## config.mk

```make
export PLATFORM = sky130hd
export DESIGN_NAME = unified_cache_port_arbiter
export DESIGN_NICKNAME = d
export VERILOG_FILES = /design/src/rtl/unified_cache_port_arbiter.sv
export SDC_FILE = /design/constraint.sdc
export NUM_CORES = 1
export LEC_CHECK = 0
export ABC_AREA = 0
export CAP_MARGIN = 20
export CORE_AREA = 2 2 126 128
export CTS_CLUSTER_DIAMETER = 60
export DETAILED_ROUTE_END_ITERATION = 8
export DIE_AREA = 0 0 128 130
export DONT_BUFFER_PORTS = 1
export GPL_TIMING_DRIVEN = 0
export MAX_ROUTING_LAYER = met4
export PLACE_DENSITY = 0.61
export SYNTH_ARGS = -nofsm -noshare
export SYNTH_HDL_FRONTEND = slang
export SYNTH_SLANG_ARGS = --single-unit
export TNS_END_PERCENT = 1
```

## constraint.sdc

```tcl
create_clock -name clk_in -period 2.9 [get_ports clk_in]
set_input_delay 0.58 -clock clk_in [delete_from_list [all_inputs] [get_ports clk_in]]
set_output_delay 0.58 -clock clk_in [all_outputs]
set_load 0.01 [all_outputs]
```

## src/rtl/unified_cache_port_arbiter.sv

```systemverilog
// Round-robin arbiter that funnels NUM_PORT request packets into one
// registered cache issue slot, stamping each winner's port ID into the packet.
`ifndef UNIFIED_CACHE_PACKET_WIDTH_IN_BITS
`define UNIFIED_CACHE_PACKET_WIDTH_IN_BITS 64
`endif
`ifndef UNIFIED_CACHE_PACKET_PORT_ID_WIDTH
`define UNIFIED_CACHE_PACKET_PORT_ID_WIDTH 4
`endif
`ifndef UNIFIED_CACHE_PACKET_VALID_POS
`define UNIFIED_CACHE_PACKET_VALID_POS 63
`endif
`ifndef UNIFIED_CACHE_PACKET_PORT_ID_POS_LO
`define UNIFIED_CACHE_PACKET_PORT_ID_POS_LO 56
`endif

module unified_cache_port_arbiter #(
   parameter int NUM_PORT = 4,
   parameter int UNIFIED_CACHE_PACKET_WIDTH_IN_BITS =
      `UNIFIED_CACHE_PACKET_WIDTH_IN_BITS,
   parameter int UNIFIED_CACHE_PACKET_PORT_ID_WIDTH =
      `UNIFIED_CACHE_PACKET_PORT_ID_WIDTH
) (
   input  logic                                             clk_in,
   input  logic                                             reset_in,
   input  logic [UNIFIED_CACHE_PACKET_WIDTH_IN_BITS*NUM_PORT-1:0]
                                                            request_packet_flatted_in,
   output logic [NUM_PORT-1:0]                              request_ack_flatted_out,
   output logic [UNIFIED_CACHE_PACKET_WIDTH_IN_BITS-1:0]    issue_packet_out,
   input  logic                                             issue_ack_in,
   output logic                                             busy_out
);

   localparam int PKT   = UNIFIED_CACHE_PACKET_WIDTH_IN_BITS;
   localparam int IDW   = UNIFIED_CACHE_PACKET_PORT_ID_WIDTH;
   localparam int VPOS  = `UNIFIED_CACHE_PACKET_VALID_POS;
   localparam int IDLO  = `UNIFIED_CACHE_PACKET_PORT_ID_POS_LO;
   localparam int PTR_W = (NUM_PORT > 1) ? $clog2(NUM_PORT) : 1;

   logic [PTR_W-1:0]    ptr_q;
   logic [PTR_W-1:0]    ptr_d;
   logic [PTR_W-1:0]    winner;
   logic                found;
   logic                slot_free;
   logic [NUM_PORT-1:0] requesting;
   logic [NUM_PORT-1:0] ack_d;
   logic [PKT-1:0]      win_pkt;
   logic [PKT-1:0]      issue_d;
   int                  idx;

   assign busy_out  = issue_packet_out[VPOS];
   assign slot_free = !issue_packet_out[VPOS] || issue_ack_in;

   // A port still seeing its ack must not be picked again this edge
   always_comb begin
      requesting = '0;
      for (int i = 0; i < NUM_PORT; i++) begin
         requesting[i] = request_packet_flatted_in[i*PKT + VPOS] &&
                         !request_ack_flatted_out[i];
      end
   end

   always_comb begin
      found  = 1'b0;
      winner = '0;
      idx    = 0;
      for (int k = 0; k < NUM_PORT; k++) begin
         idx = int'(ptr_q) + k;
         if (idx >= NUM_PORT) idx = idx - NUM_PORT;
         if (!found && requesting[idx]) begin
            found  = 1'b1;
            winner = PTR_W'(idx);
         end
      end
   end

   assign win_pkt = request_packet_flatted_in[int'(winner)*PKT +: PKT];

   always_comb begin
      issue_d = issue_packet_out;
      ack_d   = '0;
      ptr_d   = ptr_q;
      if (slot_free) begin
         if (found) begin
            issue_d               = win_pkt;
            issue_d[IDLO +: IDW]  = IDW'(winner);
            ack_d[winner]         = 1'b1;
            ptr_d = (winner == PTR_W'(NUM_PORT-1)) ? '0 : winner + PTR_W'(1);
         end else begin
            issue_d = '0;
         end
      end
   end

   always_ff @(posedge clk_in or negedge reset_in) begin
      if (!reset_in) begin
         issue_packet_out        <= '0;
         request_ack_flatted_out <= '0;
         ptr_q                   <= '0;
      end else begin
         issue_packet_out        <= issue_d;
         request_ack_flatted_out <= ack_d;
         ptr_q                   <= ptr_d;
      end
   end

endmodule

```

==> results of run 1 <==
==> timing repair <==
| item | in CTS | in global routing |
|---|---|---|
| hold buffers | 1 | 0 |
| buffers inserted | 0 | 0 |
| hold endpoints to repair | 68 | 0 |
| resized for setup | 0 | 0 |
==> worst max-delay path, delay by kind of cell, from the launching register on <==
kind                       cells  cell delay (ns)
buffers and inverters          4             0.76
and+or+nand+nor                2             0.50
DFF                            1             0.45
AOI/OAI and AO/OA              3             0.32
adders and majority gates      1             0.29
==> power breakdown <==
group | switching (mW) | total [mW] | internal [mW]
Clock | 0.483 | 1.24 | 0.758
Combinational | 2.49 | 4.02 | 1.54
Sequential | 0.614 | 2.04 | 1.43
Total | 3.59 | 7.30 | 3.72
==> routing by layer <==
metal  GRT usage  wire length [um]  vias to the layer above
met3      0.0771              2080                       46
li1            -                 -                     2555
met2       0.445             11100                      361
met4      0.0866               586                        0
met5           -                 0                        -
met1       0.316              8780                     2822
==> registers in the layout, indices dropped and copies added (netlist names) <==
name / flops
ptr_q: 2
request_ack_flatted_out: 4
issue_packet_out: 62
==> path summary, 6_finish.rpt <==
kind,end,slack [ns],from
hold / removal,issue_packet_out[56],0.11,reset_in
setup / recovery,ptr_q[1],0.43,request_ack_flatted_out[2]
max in group asynchronous,issue_packet_out[50],2.47,reset_in
min in group clk_in,issue_packet_out[63],0.53,request_packet_flatted_in[191]
setup reg to reg,ptr_q[1],0.43,request_ack_flatted_out[2]
hold reg to reg,issue_packet_out[57],0.57,issue_packet_out[57]
==> through the flow <==
stage	hold slack, ns	cell area, um^2	total power, mW	std cells
finish	0.114	6020	7.30	833
global placement	0.286	5670	5.87	816
CTS	0.123	6020	7.29	833
detailed placement	0.286	5670	6.01	816
global route	0.126	6020	7.80	833
floorplan	0.284	5430	4.87	624
==> kinds of logic (layout without fill, tap and decap cells) <==
| family | after synthesis | count (layout) | share of synthesized area |
|---|---|---|---|
| DFF | 68 | 68 | 0.314 |
| buffers and inverters | 165 | 182 | 0.140 |
| other | 1 | 2 | 0.000691 |
| AOI/OAI and AO/OA | 309 | 309 | 0.481 |
| and+or+nand+nor | 79 | 79 | 0.0618 |
| adders and majority gates | 1 | 1 | 0.00231 |
==> area by class of cell <==
cell class,instances,area (um^2),area share
Clock buffer,9,225,0.0374
Timing Repair Buffer,1,27.5,0.00457
Clock inverter,7,100,0.0166
Buffer,103,528,0.0877
Tap cell,192,240,0.0399
Sequential cell,68,1700,0.283
Multi-Input combinational cell,391,2970,0.493
Inverter,62,233,0.0386
==> placed cells by master (no fill, tap or decap), types with 2 or more instances in the layout <==
cell type / synthesis / final
dfrtp_1: 68 / 68
o21ai_1: 3 / 3
a22o_1: 59 / 59
a21oi_1: 2 / 2
buf_6: 7 / 7
inv_1: 61 / 61
or3b_1: 2 / 2
o21ai_0: 2 / 2
clkbuf_1: 45 / 45
nor3_1: 2 / 2
o221ai_1: 177 / 177
clkbuf_16: 0 / 9
buf_2: 41 / 41
nor2b_1: 3 / 3
conb_1: 1 / 2
clkinvlp_4: 0 / 3
buf_4: 10 / 10
nand2b_1: 4 / 4
nand2_1: 64 / 64
bufinv_16: 0 / 2
o211ai_1: 59 / 59
==> impl_metrics.yaml, run 1 <==
synth:
  synthTopCellsByCount: "o221ai_1 (177), dfrtp_1 (68), nand2_1 (64), inv_1 (61)"
  syn_area_um2: 5430
  synth-warning-count: 0
  synth.top_cell.area_share: 0.314
  synth_area_leader_cell: "dfrtp_1"
  postSynthAreaPerCell_um2: 8.71
  synth_most_common_cell: "o221ai_1"
  synthCells: 623
  yosysUniqueCellTypes: 31
  synth_seq_cells: 68
  yosys-top-cells-area: "dfrtp_1 (31%), o221ai_1 (29%), a22o_1 (9.5%), o211ai_1 (8.2%), nand2_1 (4.4%)"
  yosysSeqAreaShare: 0.314
  synth_ff_type: "dfrtp_1"
  synth_edf_count: 0
  synthArstFlopShare: 1.00
power_and_ir_drop:
  leakage_nw: 2.38
  power_density_nw_per_um2: 1210
  vdd_drop_max_mv: 0.457
floorplanning:
  die_w_um: 128
  dieArea_um2: 16600
  coreArea_um2: 15400
  row_count: 46
  initial_utilization: 0.352
  die_h_um: 130
  boundaryPins: 328
worst_hold_path:
  hold_class: "in -> async"
sta:
  timing.final.ws_setup_ns: 0.431
  timing.fmax_mhz: 405
  tightest_slew_ns: 0.761
  drv_slew: 0
  fin_worst_skew_ns: 0.00884
  fin_tns_setup_ns: 0
  finalHoldViolCount: 0
  rsz0062_at_grt: "no"
  finalCriticalPeriod_ns: 2.47
  setup_viol: 0
  fin_crit_sh: 0.851
  slew_headroom: 0.491
critical_path:
  start_kind: "flip-flop"
  max_stage_delay_ns: 0.45
  crit_chain: "or3b_1 > o21ai_2 > o22a_1 > buf_2 > buf_4 > buf_2 > inv_2 > ha_1 > nand2_1 > o21ai_0"
  crit_required_ns: 3.11
  reg2reg_depth: 10
  end_kind: "flip-flop"
  arrival_ns: 2.68
  cp_max_fo: 10
  crit_type: "reg -> reg"
  cpMostUsedCell: "buf_2"
  cp_slowest_cell: "dfrtp_1"
finish:
  utilization: 0.390
  antenna_cells: 0
  nNetsFinal: 896
  fillers: 1607
  area_delta_synth_final_pct: 11.0
  drive_gt1_frac: 0.122
status:
  run_status: "completed"
cts:
  cts_max_level: 3
  clk_latency_ns: 0.34
  clkTransAtPathRegs_ns: 0.07
  cts_tree: "done"
  numCtsBuffers: 9
  cts_sinks: 68
  cts_root_buf: "clkbuf_16"
  clk_path_buf_depth: 2
global_routing:
  grt_overflow_total: 0
  grt_max_degree: 69
  grt_pass1_vias: 5705
  grt_pass1_wl_um: 33000
  antenna_found_initial: 0
  grt_usage: 0.268
routing:
  viasPerCell: 6.94
  wl_per_cell_um: 27.0
  ant_nets: 0
  vias: 5784
  drt-pass1-iter-count: 8
  routed_wl_um: 22500
  post-route-drc-count: 0
  first_iter_violations: 391
placed_design:
  place_ws_ns: 0.344
  io_buffers: 0
  dp_hpwl_um: 16800
  gp_congestion: 0.889
flow_run:
  max_cap_violations: 0
No activity file was read; power rests on OpenSTA's default activity.
==> run 2: changes to the inputs <==
SETUP_SLACK_MARGIN = 0.15   (was not set)
SKIP_CTS_REPAIR_TIMING = 1   (was not set)
==> impl_metrics.yaml, run 2 (synthesis results as in run 1) <==
critical_path:
  path_buf_inv: 4
  crit_type: "reg -> reg"
  cp_max_fo: 10
  cpMostUsedCell: "buf_2"
  start_kind: "flip-flop"
  arrival_ns: 2.68
  path_delay_family: "buffers and inverters"
  max_stage_delay_ns: 0.46
  cp_slowest_cell: "dfrtp_1"
  crit_required_ns: 3.11
  crit_chain: "or3b_1 > o21ai_2 > o22a_1 > buf_2 > buf_4 > buf_2 > inv_2 > ha_1 > nand2_1 > o21ai_0"
  end_kind: "flip-flop"
power_and_ir_drop:
  power_density_nw_per_um2: 1210
  switching_share: 0.491
  pwr-share-seq: 0.279
  total_power_mw: 7.30
  power.net_switching_mw: 3.58
  p_int_mw: 3.72
  p_comb_frac: 0.551
  p_clk_frac: 0.170
  vdd_drop_max_mv: 0.458
  leakage_nw: 2.38
finish:
  final_common_cell: "o221ai_1"
  nNetsFinal: 896
  final_cell_mix: "o221ai_1 (177), dfrtp_1 (68), nand2_1 (64)"
  top_register: "issue_packet_out"
  reg_top3: "issue_packet_out (62), request_ack_flatted_out (4), ptr_q (2)"
  largest_register_ff_count: 62
  drive_gt1_frac: 0.122
  antenna_cells: 0
  fin_area_um2: 6020
  area_delta_synth_final_pct: 11.0
global_routing:
  grt_pass1_vias: 5701
  busiest_layer: "met2"
  grtUsageMet2: 0.443
  antenna_found_initial: 0
  grt_usage: 0.268
  met1_usage: 0.317
  grt_pass1_wl_um: 33000
  grt_overflow_total: 0
  grt_max_degree: 69
  grtUsageMet3: 0.0771
floorplanning:
  initial_utilization: 0.352
  row_count: 46
  die_w_um: 128
  coreArea_um2: 15400
  die_h_um: 130
  boundaryPins: 328
  dieArea_um2: 16600
cts:
  cts_root_buf: "clkbuf_16"
  cts_tree: "done"
  numCtsBuffers: 9
  cts_sinks: 68
  cts_max_level: 3
  clk_path_buf_depth: 2
  clk_latency_ns: 0.34
  clkTransAtPathRegs_ns: 0.07
worst_hold_path:
  hold_class: "in -> async"
routing:
  first_iter_violations: 418
  viasPerCell: 6.95
  drt-pass1-iter-count: 5
  routed_wl_um: 22500
  post-route-drc-count: 0
  vias: 5790
  ant_nets: 0
  wl_per_cell_um: 27.1
sta:
  rsz0062_at_grt: "no"
  slew_headroom: 0.486
  finalCriticalPeriod_ns: 2.47
  tightest_slew_ns: 0.769
  timing.final.ws_setup_ns: 0.429
  fin_crit_sh: 0.852
  fin_tns_setup_ns: 0
  timing.fmax_mhz: 405
  setup_viol: 0
  finalHoldViolCount: 0
  drv_slew: 0
  fin_worst_skew_ns: 0.00999
  whs_ns: 0.120
placed_design:
  placed_cell_area_um2: 5670
  dp_hpwl_um: 16800
  place_ws_ns: 0.344
  io_buffers: 0
  gp_congestion: 0.889
flow_run:
  max_cap_violations: 0
status:
  run_status: "completed"
run 2: cell counts in the layout (fill, tap and decap cells not counted):
No cell type changed its count.
run 2: worst paths after layout:
kind                                           startpoint                    to  slack [ns]  cells past startpoint
max                            request_ack_flatted_out[2]              ptr_q[1]        0.43                     10
min                                              reset_in  issue_packet_out[56]        0.12                      1
max reg2reg                    request_ack_flatted_out[2]              ptr_q[1]        0.43                     10
min reg2reg                          issue_packet_out[56]  issue_packet_out[56]        0.57                      2
max in group asynchronous                        reset_in  issue_packet_out[44]        2.48                      1
min in group clk_in        request_packet_flatted_in[191]  issue_packet_out[63]        0.53                      3
run 2: power groups by stage:
stage	clock [mW]	combinational, mW	sequential, mW
2_1_floorplan	0	2.98	1.89
3_3_place_gp	0	3.82	2.05
3_5_place_dp	0	3.96	2.04
4_1_cts	1.26	3.97	2.04
5_1_grt	1.30	4.40	2.09
6_report	1.24	4.02	2.04
run 2: cell type report:
| type | instances | area (um^2) |
|---|---|---|
| timing repair buffer | 1 | 27.5 |
| sequential | 68 | 1700 |
| clock inverter | 7 | 100 |
| inverter | 62 | 233 |
| fill | 1607 | 9400 |
| buffer | 103 | 528 |
| clock buffer | 9 | 225 |
| multi-input combinational | 391 | 2970 |
| tap | 192 | 240 |
run 2: through the flow:
stage	std cells	util
2_1_floorplan	624	-
3_3_place_gp	816	0.368
3_5_place_dp	816	0.368
4_1_cts	832	0.389
5_1_grt	833	0.390
6_report	833	0.390
run 2: layer usage:
layer	vias up	part of all wire
li1	2559	-
met1	2825	0.39
met5	-	0
met3	42	0.089
met4	0	0.025
met2	364	0.49
